## config.mk

```make
export PLATFORM = sky130hd
export DESIGN_NAME = vga_timing
export DESIGN_NICKNAME = d
export VERILOG_FILES = /design/src/rtl/vga_timing.sv
export SDC_FILE = /design/constraint.sdc
export NUM_CORES = 1
export LEC_CHECK = 0
export BUFFER_PORTS_ARGS = -buffer_cell sky130_fd_sc_hd__buf_2
export CAP_MARGIN = 20
export CORE_ASPECT_RATIO = 0.7
export CORE_MARGIN = 2
export CORE_UTILIZATION = 48
export CTS_CLUSTER_DIAMETER = 200
export DETAILED_ROUTE_END_ITERATION = 16
export PLACE_DENSITY = 0.86
export REMOVE_ABC_BUFFERS = 1
export SETUP_SLACK_MARGIN = 0.3
export SYNTH_ARGS = -nofsm -noshare
export SYNTH_HDL_FRONTEND = slang
export SYNTH_SLANG_ARGS = --single-unit
```

## constraint.sdc

```tcl
create_clock -name i_clk -period 2.2 [get_ports i_clk]
set_input_delay 0 -clock i_clk [delete_from_list [all_inputs] [get_ports i_clk]]
set_output_delay 0 -clock i_clk [all_outputs]
set_load 0.02 [all_outputs]
```

## src/rtl/vga_timing.sv

```systemverilog
// -----------------------------------------------------------------------------
// vga_timing
//
// Purpose:
//   Raster timing generator for a 640x480 @ 60 Hz style VGA output. A 320x240
//   frame source is scanned with 2x2 pixel doubling. The frame source is
//   addressed combinationally through o_x/o_y and must return the pixel on
//   i_rgb in the same cycle. Colour, sync, blank and frame-start are then
//   registered together, so they share one cycle of latency.
//
//   There is no handshake. One pixel is consumed on every clock, and the frame
//   source has no way to stall the raster.
//
// Ports:
//   i_clk          pixel clock, one pixel per cycle
//   i_rst          synchronous active-high reset
//   i_rgb[23:0]    {R,G,B} for the current o_x/o_y
//   o_x[9:0]       frame-buffer column (h_cnt/2 while visible, else 0)
//   o_y[8:0]       frame-buffer row    (v_cnt/2 while visible, else 0)
//   o_r/o_g/o_b    registered colour, forced to 0 outside the visible region
//   o_hs/o_vs      registered active-low syncs
//   o_blank_n      registered, high during the visible region
//   o_frame_start  registered one-cycle pulse on the first visible pixel
// -----------------------------------------------------------------------------
module vga_timing #(
  parameter int H_ACTIVE = 640,
  parameter int H_FP     = 16,
  parameter int H_SYNC   = 96,
  parameter int H_BP     = 48,
  parameter int V_ACTIVE = 480,
  parameter int V_FP     = 10,
  parameter int V_SYNC   = 2,
  parameter int V_BP     = 33
) (
  input  logic        i_clk,
  input  logic        i_rst,
  input  logic [23:0] i_rgb,
  output logic [9:0]  o_x,
  output logic [8:0]  o_y,
  output logic [7:0]  o_r,
  output logic [7:0]  o_g,
  output logic [7:0]  o_b,
  output logic        o_hs,
  output logic        o_vs,
  output logic        o_blank_n,
  output logic        o_frame_start
);

  localparam int H_TOTAL = H_ACTIVE + H_FP + H_SYNC + H_BP;
  localparam int V_TOTAL = V_ACTIVE + V_FP + V_SYNC + V_BP;

  // Region boundaries, expressed at counter width
  localparam logic [9:0] H_LAST     = 10'(H_TOTAL - 1);
  localparam logic [9:0] V_LAST     = 10'(V_TOTAL - 1);
  localparam logic [9:0] H_ACT_END  = 10'(H_ACTIVE);
  localparam logic [9:0] V_ACT_END  = 10'(V_ACTIVE);
  localparam logic [9:0] H_SYNC_BEG = 10'(H_ACTIVE + H_FP);
  localparam logic [9:0] H_SYNC_END = 10'(H_ACTIVE + H_FP + H_SYNC);
  localparam logic [9:0] V_SYNC_BEG = 10'(V_ACTIVE + V_FP);
  localparam logic [9:0] V_SYNC_END = 10'(V_ACTIVE + V_FP + V_SYNC);

  logic [9:0] r_h_cnt;
  logic [9:0] r_v_cnt;

  logic w_h_wrap;
  logic w_v_wrap;
  logic w_active;
  logic w_hsync;
  logic w_vsync;
  logic w_first_pixel;

  // Stage 0 decode, taken straight from the counters
  assign w_h_wrap      = (r_h_cnt == H_LAST);
  assign w_v_wrap      = (r_v_cnt == V_LAST);
  assign w_active      = (r_h_cnt < H_ACT_END) && (r_v_cnt < V_ACT_END);
  assign w_hsync       = (r_h_cnt >= H_SYNC_BEG) && (r_h_cnt < H_SYNC_END);
  assign w_vsync       = (r_v_cnt >= V_SYNC_BEG) && (r_v_cnt < V_SYNC_END);
  assign w_first_pixel = (r_h_cnt == 10'd0) && (r_v_cnt == 10'd0);

  // The frame-buffer address stays combinational, so the source can answer
  // on i_rgb within the same cycle. Dropping bit 0 doubles every pixel and
  // every line.
  assign o_x = w_active ? {1'b0, r_h_cnt[9:1]} : 10'd0;
  assign o_y = w_active ? {1'b0, r_v_cnt[8:1]} : 9'd0;

  // Raster counters. The vertical counter only moves on a horizontal wrap,
  // so at the end of the frame both counters return to zero together.
  always_ff @(posedge i_clk) begin
    if (i_rst) begin
      r_h_cnt <= 10'd0;
      r_v_cnt <= 10'd0;
    end else begin
      if (w_h_wrap) begin
        r_h_cnt <= 10'd0;
        if (w_v_wrap) r_v_cnt <= 10'd0;
        else          r_v_cnt <= r_v_cnt + 10'd1;
      end else begin
        r_h_cnt <= r_h_cnt + 10'd1;
      end
    end
  end

  // Output stage. Everything here is one cycle behind the counters. This
  // keeps colour and timing aligned at the connector. Reset forces the syncs
  // inactive, so any pulse in progress ends at once.
  always_ff @(posedge i_clk) begin
    if (i_rst) begin
      o_r           <= 8'd0;
      o_g           <= 8'd0;
      o_b           <= 8'd0;
      o_hs          <= 1'b1;
      o_vs          <= 1'b1;
      o_blank_n     <= 1'b0;
      o_frame_start <= 1'b0;
    end else begin
      o_r           <= w_active ? i_rgb[23:16] : 8'd0;
      o_g           <= w_active ? i_rgb[15:8]  : 8'd0;
      o_b           <= w_active ? i_rgb[7:0]   : 8'd0;
      o_hs          <= ~w_hsync;
      o_vs          <= ~w_vsync;
      o_blank_n     <= w_active;
      o_frame_start <= w_first_pixel;
    end
  end

endmodule

```

-- Yosys cells after proc, flatten, opt, wreduce, memory -nomap -nowiden
Index checks and enable logic that the tools add are counted.
- $add $sub $neg: 2
- magnitude comparators: 6
- eq/ne operators: 2
- mux-type cells: 3
- bitwise operators: 3
- reduce and logical (&&, ||, !) cells: 8
- operator list (kind ; number):
    $add 10x1->10 const B ; 2
    $eq 10x10->1 const B ; 2
    $logic_not 10->1 ; 2
    $lt 10x10->1 const B ; 2
    $lt 10x9->1 const B ; 2
    $ge 10x10->1 const B ; 1
    $ge 10x9->1 const B ; 1
    $mux 10 ; 1
    $mux 9 ; 1
    $mux 8 ; 1
    $logic_and 1x1->1 ; 4
    $reduce_or 2->1 ; 2
    $not 1->1 ; 3
- register bits: 48
- input port bits: 26
- output and inout bits: 47
- word-level logic and storage cells: 33

-- Logic depth before layout (Yosys ltp)
Gate-level depths: netlist of run 1.
- depth in word-level cells: 4
- mapped depth: 7
- gate-level depth less buffers: 5

-- Worst setup path after synthesis of run 1
OpenSTA, ideal clock, no wires.
- path type: register to register
- from: reg r_h_cnt[0]
- to: reg r_h_cnt[5]
- setup time: 0.065 ns
- data arrival time: 1.476 ns
- data required time: 2.135 ns
- setup slack: 0.659 ns
- cell stages (with the launch flop): 8
- buffers on the path: 2
- clock period less this slack: 1.541 ns
- cells stage by stage: dfxtp_1 -> ha_1 -> and4_1 -> buf_6 -> and3_4 -> or2_1 -> buf_2 -> nor2b_1
- cells in the longest elaborated chain, start to end: 2
- elaborated cells on any way between the ends: 3
- those cells by class: add/sub: 1; eq/ne: 1; reduce/logical: 1
- RTL lines (element ; RTL line ; RTL):
    start, declared ; 62 ; logic [9:0] r_h_cnt;
    start signal, assigned ; 98 ; r_h_cnt <= r_h_cnt + 10'd1;
    branches (longest 2 deep; another with $add 10x1->10) ; n/a ;
Several ways; the timed one is not identified.
A chain may end at the register's enable or synchronous reset.

-- Worst setup path in the final report of run 1
- from: reg r_h_cnt[0]
- to: reg r_v_cnt[9]
- cells in the longest elaborated chain, start to end: 1
- RTL lines (element ; RTL line ; RTL):
    $eq 10x10->1 ; 73 ; assign w_h_wrap = (r_h_cnt == H_LAST);
    end signal, assigned ; 96 ; else r_v_cnt <= r_v_cnt + 10'd1;
    end, declared ; 63 ; logic [9:0] r_v_cnt;
Every way passes these cells.

==> reports/qor.yml, run 1 <==
start_kind: "flip-flop"
synth_compound_area_share_pct: 4.140
worstHoldStart: "i_rst"
synth_area_sq_um: 1964
die_w_um: 80.46
coreArea_sq_um: 3923
wire_per_inst_um: 12.93
arrival_ns: 1.99
antenna_found_initial: 0
peakVddDrop_uv: 513.0
area_growth_pct: 35.73
path_class: "flip-flop to flip-flop"
io_buffers: 70
layout_common_cells: "buf_2, dfxtp_1, and2_1"
placed_cell_area_sq_um: 2302
muxShareOfSynthArea_pct: 0.5096
cp.required_ns: 2.44
initial_utilization_pct: 50.08
synthCells: 199
io_pins: 73
synth_fa_ha_area_share_pct: 2.548
clk_pin_slew_ns: 0.09
status: "finished clean"
dieArea_sq_um: 4628
cts_root_buffer: "clkbuf_8"
hpwl_um: 2912
vias: 1632
synth_warnings: 0
gp_congestion: 0.8642
cts_made_buffers: 5
vias_per_cell: 4.786
hold_violations: 0
track_usage_pct: 19.86
grt_max_degree: 26
hold_path_class: "input pin to flip-flop"
slew_viol_final: 0
clock_skew_ns: 0.007416
synthSimpleGateAreaFrac_pct: 32.68
syn_area_per_cell_sq_um: 9.871
h-tree-depth: 2
ys_ff_latch: 48
ctsLongestPathBuffers: 2
grt_pass1_vias: 1478
n_fill_cell: 297
design_area_sq_um: 2666
insertion_delay_ns: 0.30
drcViolationCount: 0
power_leakage_nw: 1.245
drive_gt1_share_pct: 30.80
cts_tree: "built"
first_iter_violations: 107
whs_path_depth: 2
dr.pass1.iters: 4
synth_top_family_by_area: "simple AND/OR/NAND/NOR gates"
yosysSeqAreaShare_pct: 48.92
final_common_cell: "buf_2"
regToRegSetupSlack_ns: 0.45
r2r-end: "r_v_cnt[9]"
whs_endpoint: "r_h_cnt[2]"
finalSetupTns_ns: 0
drtAntennaViolNets: 0
postCtsSetupBuffers: 0
worstRegToRegCells: 5
period_share_pct: 79.70
overflow: 0
row_count: 19
period_needed_ns: 1.753
clock_sinks: 48
synth_xor_area_share_pct: 5.350
synth_cell_types: 39
crit_path_end_kind: "flip-flop"
rsz0062_at_grt: "no"
power.total_mw: 1.752
fmax_mhz: 570.3
setup_violations: 0
path_max_fanout: 8
max_cap_violations: 0
power_density_nw_per_um2: 657.1
antenna_cells: 0
die_h_um: 57.53
totalWireLength_um: 4408
grt_pass1_wl_um: 7003
worstReg2RegStart: "r_h_cnt[0]"
num-nets-final: 318
## per-stage QoR
stage	cells	util [%]	setup slack (ns)	hold slack, ns
after floorplan	186	-	0.5939	0.07161
after global placement	309	58.69	0.4740	0.1990
after detailed placement	309	58.69	0.4045	0.2011
after CTS	341	67.91	0.3480	0.02731
after global routing	341	67.97	0.3229	0.04368
final	341	67.97	0.4465	0.03415
## synth_stat cells (all sizes together)
master / instances / share of area (%)
dfxtp: 48 / 49
and2: 41 / 13
nor2: 15 / 3.0
buf: 13 / 4.3
xor2: 8 / 3.6
nand4: 7 / 3.3
inv: 6 / 1.1
nand2: 6 / 1.1
or3: 6 / 1.9
and3: 5 / 1.8
o21ai: 5 / 1.3
a21oi: 4 / 1.4
ha: 4 / 2.5
nand3: 4 / 1.0
xnor2: 4 / 1.8
and4: 3 / 1.3
nor2b: 3 / 1.3
nor4: 3 / 0.96
a41o: 2 / 1.0
and3b: 2 / 1.1
a311oi: 1 / 0.45
and4b: 1 / 0.51
and4bb: 1 / 0.64
clkbuf: 1 / 0.19
conb: 1 / 0.19
mux2i: 1 / 0.51
nand2b: 1 / 0.32
nor4bb: 1 / 0.51
or2: 1 / 0.32
or4: 1 / 0.38
## kinds of logic (layout without fill, tap and decap cells)
kind of cell | Yosys count | after routing
compound gates | 12 | 12
xor+xnor | 12 | 12
fa+ha+maj | 4 | 4
buf+inv | 20 | 109
flops | 48 | 48
mux | 1 | 1
other cells | 1 | 2
simple gates | 101 | 101
## cell type report
type / instances / area (sq um) / share of cell area (%)
Clock buffer: 6 / 82.58 / 3.097
Clock inverter: 2 / 38.79 / 1.455
Inverter: 6 / 22.52 / 0.8447
Multi-Input combinational cell: 132 / 897.1 / 33.65
Sequential cell: 48 / 962.2 / 36.09
Tap cell: 52 / 65.06 / 2.440
Timing Repair Buffer: 95 / 598.1 / 22.43
## routing by layer
| metal | wire (um) | vias up | part of all wire, % | GRT usage, % |
|---|---|---|---|---|
| met1 | 1984 | 749 | 45 | 26.44 |
| met2 | 2157 | 46 | 49 | 30.83 |
| met4 | 59 | 0 | 1.3 | 7.990 |
| met5 | 0 | - | 0 | 0 |
| li1 | - | 831 | - | - |
| met3 | 206 | 6 | 4.7 | 5.380 |
## sequential cells by signal, indices dropped and copies added, names as in the netlist
| register | cells |
|---|---|
| r_h_cnt | 10 |
| r_v_cnt | 10 |
| o_vs | 1 |
| o_hs | 1 |
| o_g | 8 |
| o_frame_start | 1 |
| o_b | 8 |
| o_blank_n | 1 |
| o_r | 8 |
## critical path: stages (launching register included)
cell and delay, ns:
dfxtp_1 0.40, ha_1 0.22, and4_2 0.39, nand4_2 0.18, or3_1 0.37, a21oi_2 0.15
## how the worst max path moves through the flow
stage               slack (ns)    endpoint        from  cells past startpoint
finish                    0.45  r_v_cnt[9]  r_h_cnt[0]                      5
global route              0.32  r_v_cnt[9]  r_h_cnt[0]                      5
CTS                       0.35  r_v_cnt[9]  r_h_cnt[0]                      5
detailed placement        0.40  r_v_cnt[7]  r_h_cnt[0]                      5
global placement          0.47  r_v_cnt[9]  r_h_cnt[0]                      5
floorplan                 0.59  r_v_cnt[7]  r_h_cnt[0]                      5
## repair_timing
item                                    4_1_cts  5_1_grt
endpoints found under the setup margin        0       12
hold endpoints to repair                     24        0
hold buffers                                 24        0
gates resized for setup                       0        2
## where the power goes
| group | internal (mW) | switching, mW |
|---|---|---|
| combinational | 0.0854 | 0.0898 |
| sequential | 0.900 | 0.0117 |
| clock | 0.372 | 0.294 |
Power figures use the tool's default switching activity.
==> run 2, diff against run 1 <==
--- a/config.mk
+++ b/config.mk
@@ -9,10 +9,10 @@
 export CAP_MARGIN = 20
 export CORE_ASPECT_RATIO = 0.7
 export CORE_MARGIN = 2
-export CORE_UTILIZATION = 48
+export CORE_UTILIZATION = 44
 export CTS_CLUSTER_DIAMETER = 200
 export DETAILED_ROUTE_END_ITERATION = 16
-export PLACE_DENSITY = 0.86
+export PLACE_DENSITY = 0.83
 export REMOVE_ABC_BUFFERS = 1
 export SETUP_SLACK_MARGIN = 0.3
 export SYNTH_ARGS = -nofsm -noshare
==> constraint.sdc (replaced) <==
create_clock -name i_clk -period 1.5 [get_ports i_clk]
set_input_delay 0 -clock i_clk [delete_from_list [all_inputs] [get_ports i_clk]]
set_output_delay 0 -clock i_clk [all_outputs]
set_load 0.02 [all_outputs]
==> reports/qor.yml, run 2 (synthesis results as in run 1) <==
rsz0062_at_grt: "yes"
fmax_mhz: 626.2
worstHoldStart: "i_rst"
worst_slack_ns: -0.09690
gp_congestion: 0.9093
multi_input_area_sq_um: 1081
status: "complete, but fails checks"
start_kind: "flip-flop"
io_buffers: 70
row_count: 20
area_growth_pct: 68.98
dr.pass1.iters: 5
num-nets-final: 361
seqCellArea_sq_um: 973.4
drcViolationCount: 0
h-tree-depth: 2
power_leakage_nw: 1.592
dieArea_sq_um: 5024
cts_root_buffer: "clkbuf_8"
clock_skew_ns: 0.01514
hpwl_um: 3376
arrival_ns: 1.78
die_h_um: 59.91
hold_path_class: "input pin to flip-flop"
max_cap_violations: 0
n_fill_cell: 245
final_common_cell: "buf_2"
antenna_cells: 0
regToRegSetupSlack_ns: -0.1
grt_pass1_vias: 1959
overflow: 0
grt_max_degree: 15
vias_per_cell: 5.516
wire_per_inst_um: 19.51
path_class: "flip-flop to flip-flop"
power_density_nw_per_um2: 841.7
initial_utilization_pct: 45.64
first_iter_violations: 264
violations: "setup timing"
whs_endpoint: "o_vs"
worstRegToRegCells: 5
crit_path_end_kind: "flip-flop"
hold_violations: 0
cts_made_buffers: 5
grt_pass1_wl_um: 10210
path_max_fanout: 6
coreArea_sq_um: 4304
period_share_pct: 106.5
vias: 2129
cts_tree: "built"
whs_path_depth: 3
track_usage_pct: 26.83
worstReg2RegStart: "r_v_cnt[6]"
die_w_um: 83.86
power.total_mw: 2.794
antenna_found_initial: 0
peakVddDrop_uv: 705.3
clock_sinks: 48
io_pins: 73
r2r-end: "r_v_cnt[4]"
pre_cts_ws_ns: -0.1814
cp.required_ns: 1.69
ctsLongestPathBuffers: 2
insertion_delay_ns: 0.30
setup_violations: 32
layout_common_cells: "buf_2, dfxtp_1, buf_4"
period_needed_ns: 1.597
drtAntennaViolNets: 0
clk_pin_slew_ns: 0.09
reg_top3: "r_h_cnt: 10 flops, r_v_cnt: 10 flops"
totalWireLength_um: 7532
slew_viol_final: 0
drive_gt1_share_pct: 52.87
-- run 2: where the power goes --
group,leakage (nW),total (mW),internal [mW],switching (mW)
clock network,0.0642,1.09,0.656,0.429
logic,1.13,0.367,0.181,0.186
registers,0.399,1.34,1.32,0.0210
total,1.59,2.79,2.16,0.636
-- run 2: worst max-delay path by stage --
stage               start         end  slack (ns)  cells past startpoint
6_report       r_v_cnt[6]  r_v_cnt[4]        -0.1                      5
5_1_grt        r_v_cnt[6]      o_y[0]       -0.11                      6
4_1_cts        r_v_cnt[7]      o_x[1]       -0.05                      6
3_5_place_dp   r_h_cnt[1]  r_v_cnt[9]       -0.18                      5
3_3_place_gp   r_h_cnt[0]  r_v_cnt[7]       -0.07                      5
2_1_floorplan  r_h_cnt[0]  r_v_cnt[7]       -0.11                      5
-- run 2: stage by stage --
step | hold slack, ns | instance area, sq um | cells | setup TNS, ns | util, %
floorplan | 0.07161 | 1879 | 186 | -0.5469 | -
detailed placement | 0.2011 | 2486 | 336 | -1.463 | 57.76
global placement | 0.2001 | 2486 | 336 | -0.4301 | 57.76
global route | 0.08852 | 3319 | 386 | -2.573 | 77.12
CTS | 0.07193 | 3211 | 382 | -0.6689 | 74.59
finish | 0.09484 | 3319 | 386 | -1.727 | 77.12
-- run 2: what timing repair did --
action | in CTS | in global routing
buffers inserted | 10 | 4
hold buffers | 24 | 0
pin swaps | 18 | 18
hold endpoints to repair | 24 | 0
resized for setup | 79 | 24
cloned | 5 | 0
endpoints found under the setup margin | 62 | 62
-- run 2: metal layers --
layer  part of all wire (%)  vias to the layer above  global-route usage (%)
met5                      0                        -                       0
met4                    5.1                        0                   14.75
met3                    7.7                       49                   5.249
met2                     47                      158                   45.49
met1                     40                     1005                   32.99
li1                       -                      917                       -
-- run 2: cell type report --
class                   instances  share of cell area, %
multi-input cells             135                  32.57
clock inverters                 2                  1.809
clock buffers                   5                  2.073
inverters                       6                 0.7539
well taps                      55                  2.073
flip-flops and latches         48                  29.33
repair buffers                135                  31.40
-- run 2: critical path, cell delays in order, from the launching register on --
cell     delay (ns)
dfxtp_2        0.34
nor4_1         0.37
and4b_1        0.29
a41o_1         0.24
buf_4          0.18
a21oi_1        0.07
==> run 3, diff against run 2 <==
--- a/config.mk
+++ b/config.mk
@@ -12,7 +12,7 @@
 export CORE_UTILIZATION = 44
 export CTS_CLUSTER_DIAMETER = 200
 export DETAILED_ROUTE_END_ITERATION = 16
-export PLACE_DENSITY = 0.83
+export PLACE_DENSITY_LB_ADDON = 0.05
 export REMOVE_ABC_BUFFERS = 1
 export SETUP_SLACK_MARGIN = 0.3
 export SYNTH_ARGS = -nofsm -noshare
==> reports/qor.yml, run 3 (synthesis results as in run 1) <==
drcViolationCount: 0
setup_violations: 41
peakVddDrop_uv: 707.6
hpwl_um: 3247
whs_path_depth: 3
period_needed_ns: 1.598
num-nets-final: 358
die_w_um: 83.86
slew_viol_final: 0
period_share_pct: 106.6
violations: "setup timing"
insertion_delay_ns: 0.29
final_common_cell: "buf_2"
cts_root_buffer: "clkbuf_8"
max_cap_violations: 0
cts_tree: "built"
totalWireLength_um: 4867
coreArea_sq_um: 4304
status: "complete, but fails checks"
path_class: "flip-flop to primary output"
dieArea_sq_um: 5024
grt_pass1_wl_um: 7562
ctsLongestPathBuffers: 2
clk_pin_slew_ns: 0.09
dr.pass1.iters: 4
wire_per_inst_um: 12.67
first_iter_violations: 59
path_max_fanout: 7
layout_common_cells: "buf_2, dfxtp_1, buf_4"
power_leakage_nw: 1.520
clock_sinks: 48
antenna_cells: 0
row_count: 20
worst_slack_ns: -0.09829
cts_made_buffers: 5
placed_cell_area_sq_um: 2551
drive_gt1_share_pct: 49.54
clock_skew_ns: 0.005664
grt_max_degree: 26
worstRegToRegCells: 6
critical_path.most_common_cell: "buf_6"
antenna_found_initial: 0
vias: 1789
grt_pass1_vias: 1609
hold_violations: 0
drtAntennaViolNets: 0
hold_path_class: "input pin to flip-flop"
start_kind: "flip-flop"
critPathSlowestCell: "dfxtp_4"
critPathMaxStageDelay_ns: 0.38
arrival_ns: 1.60
vias_per_cell: 4.659
io_pins: 73
rsz0062_at_grt: "yes"
initial_utilization_pct: 45.64
overflow: 0
design_area_sq_um: 3213
power.total_mw: 2.449
gp_congestion: 0.7648
power_density_nw_per_um2: 762.0
area_growth_pct: 63.57
fmax_mhz: 625.7
io_buffers: 70
reg_top3: "r_h_cnt: 10 flops, r_v_cnt: 10 flops"
track_usage_pct: 19.30
h-tree-depth: 2
path_cells: "nand4_1 > and3b_2 > buf_6 > and2_4 > buf_6"
die_h_um: 59.91
crit_path_end_kind: "primary output"
cp.required_ns: 1.50
-- run 3: changes by cell type in the layout (fill, tap and decap cells not counted), moves of 2 or more --
cell,before,now
bufinv_16,2,0
buf_6,27,22
buf_4,31,34
dfxtp_1,38,40
nor2b_4,4,1
dfxtp_2,10,7
nor2_1,9,13
nor2_2,5,2
clkinvlp_4,0,2
-- run 3: stage by stage --
| stage | hold slack, ns | TNS [ns] | setup slack, ns | instances | utilization, % |
|---|---|---|---|---|---|
| final | 0.09910 | -2.810 | -0.09829 | 384 | 74.65 |
| after global routing | 0.1110 | -5.229 | -0.1528 | 384 | 74.65 |
| after CTS | 0.08917 | -1.823 | -0.07989 | 379 | 72.24 |
| after detailed placement | 0.2015 | -0.8762 | -0.1052 | 343 | 59.27 |
| after global placement | 0.1989 | -0.4904 | -0.05699 | 343 | 59.27 |
| after floorplan | 0.07161 | -0.5469 | -0.1061 | 186 | - |
-- run 3: repair_timing --
| item | in CTS | in global routing |
|---|---|---|
| gates resized for setup | 69 | 13 |
| hold endpoints to repair | 24 | 0 |
| setup buffers | 3 | 4 |
| gates cloned | 1 | 1 |
| pin swaps | 25 | 8 |
| endpoints found under the setup margin | 62 | 62 |
| hold buffers | 24 | 0 |
-- run 3: critical path, delay by kind of cell, from the launching register on --
family | cells | cell delay (ns)
simple gates | 3 | 0.66
flops | 1 | 0.38
buf+inv | 2 | 0.27
-- run 3: metal layers --
layer	routed length (um)	track usage, %	up-vias	part of all wire [%]
met5	0	0	-	0
met4	28	5.530	0	0.58
met3	294	5.249	4	6.0
met2	2173	29.49	52	45
met1	2371	27.09	814	49
li1	-	-	919	-
-- run 3: report_power, final --
group	internal (mW)	switching (mW)	total [mW]
Combinational	0.167	0.146	0.313
Sequential	1.32	0.0140	1.33
Clock	0.373	0.430	0.803
-- run 3: final timing paths --
check / start / endpoint / slack [ns]
min: i_rst / r_h_cnt[6] / 0.1
min reg2reg: r_v_cnt[1] / r_v_cnt[1] / 0.56
max: r_v_cnt[6] / o_y[5] / -0.1
max reg2reg: r_v_cnt[6] / o_r[2] / -0.08
-- run 3: layout make-up --
class | instances | area [sq um]
fill | 330 | 1091
timing repair buffer | 135 | 1054
multi-input combinational | 132 | 997.2
sequential | 48 | 973.4
clock buffer | 6 | 82.58
tap | 55 | 68.82
inverter | 6 | 22.52
clock inverter | 2 | 15.01
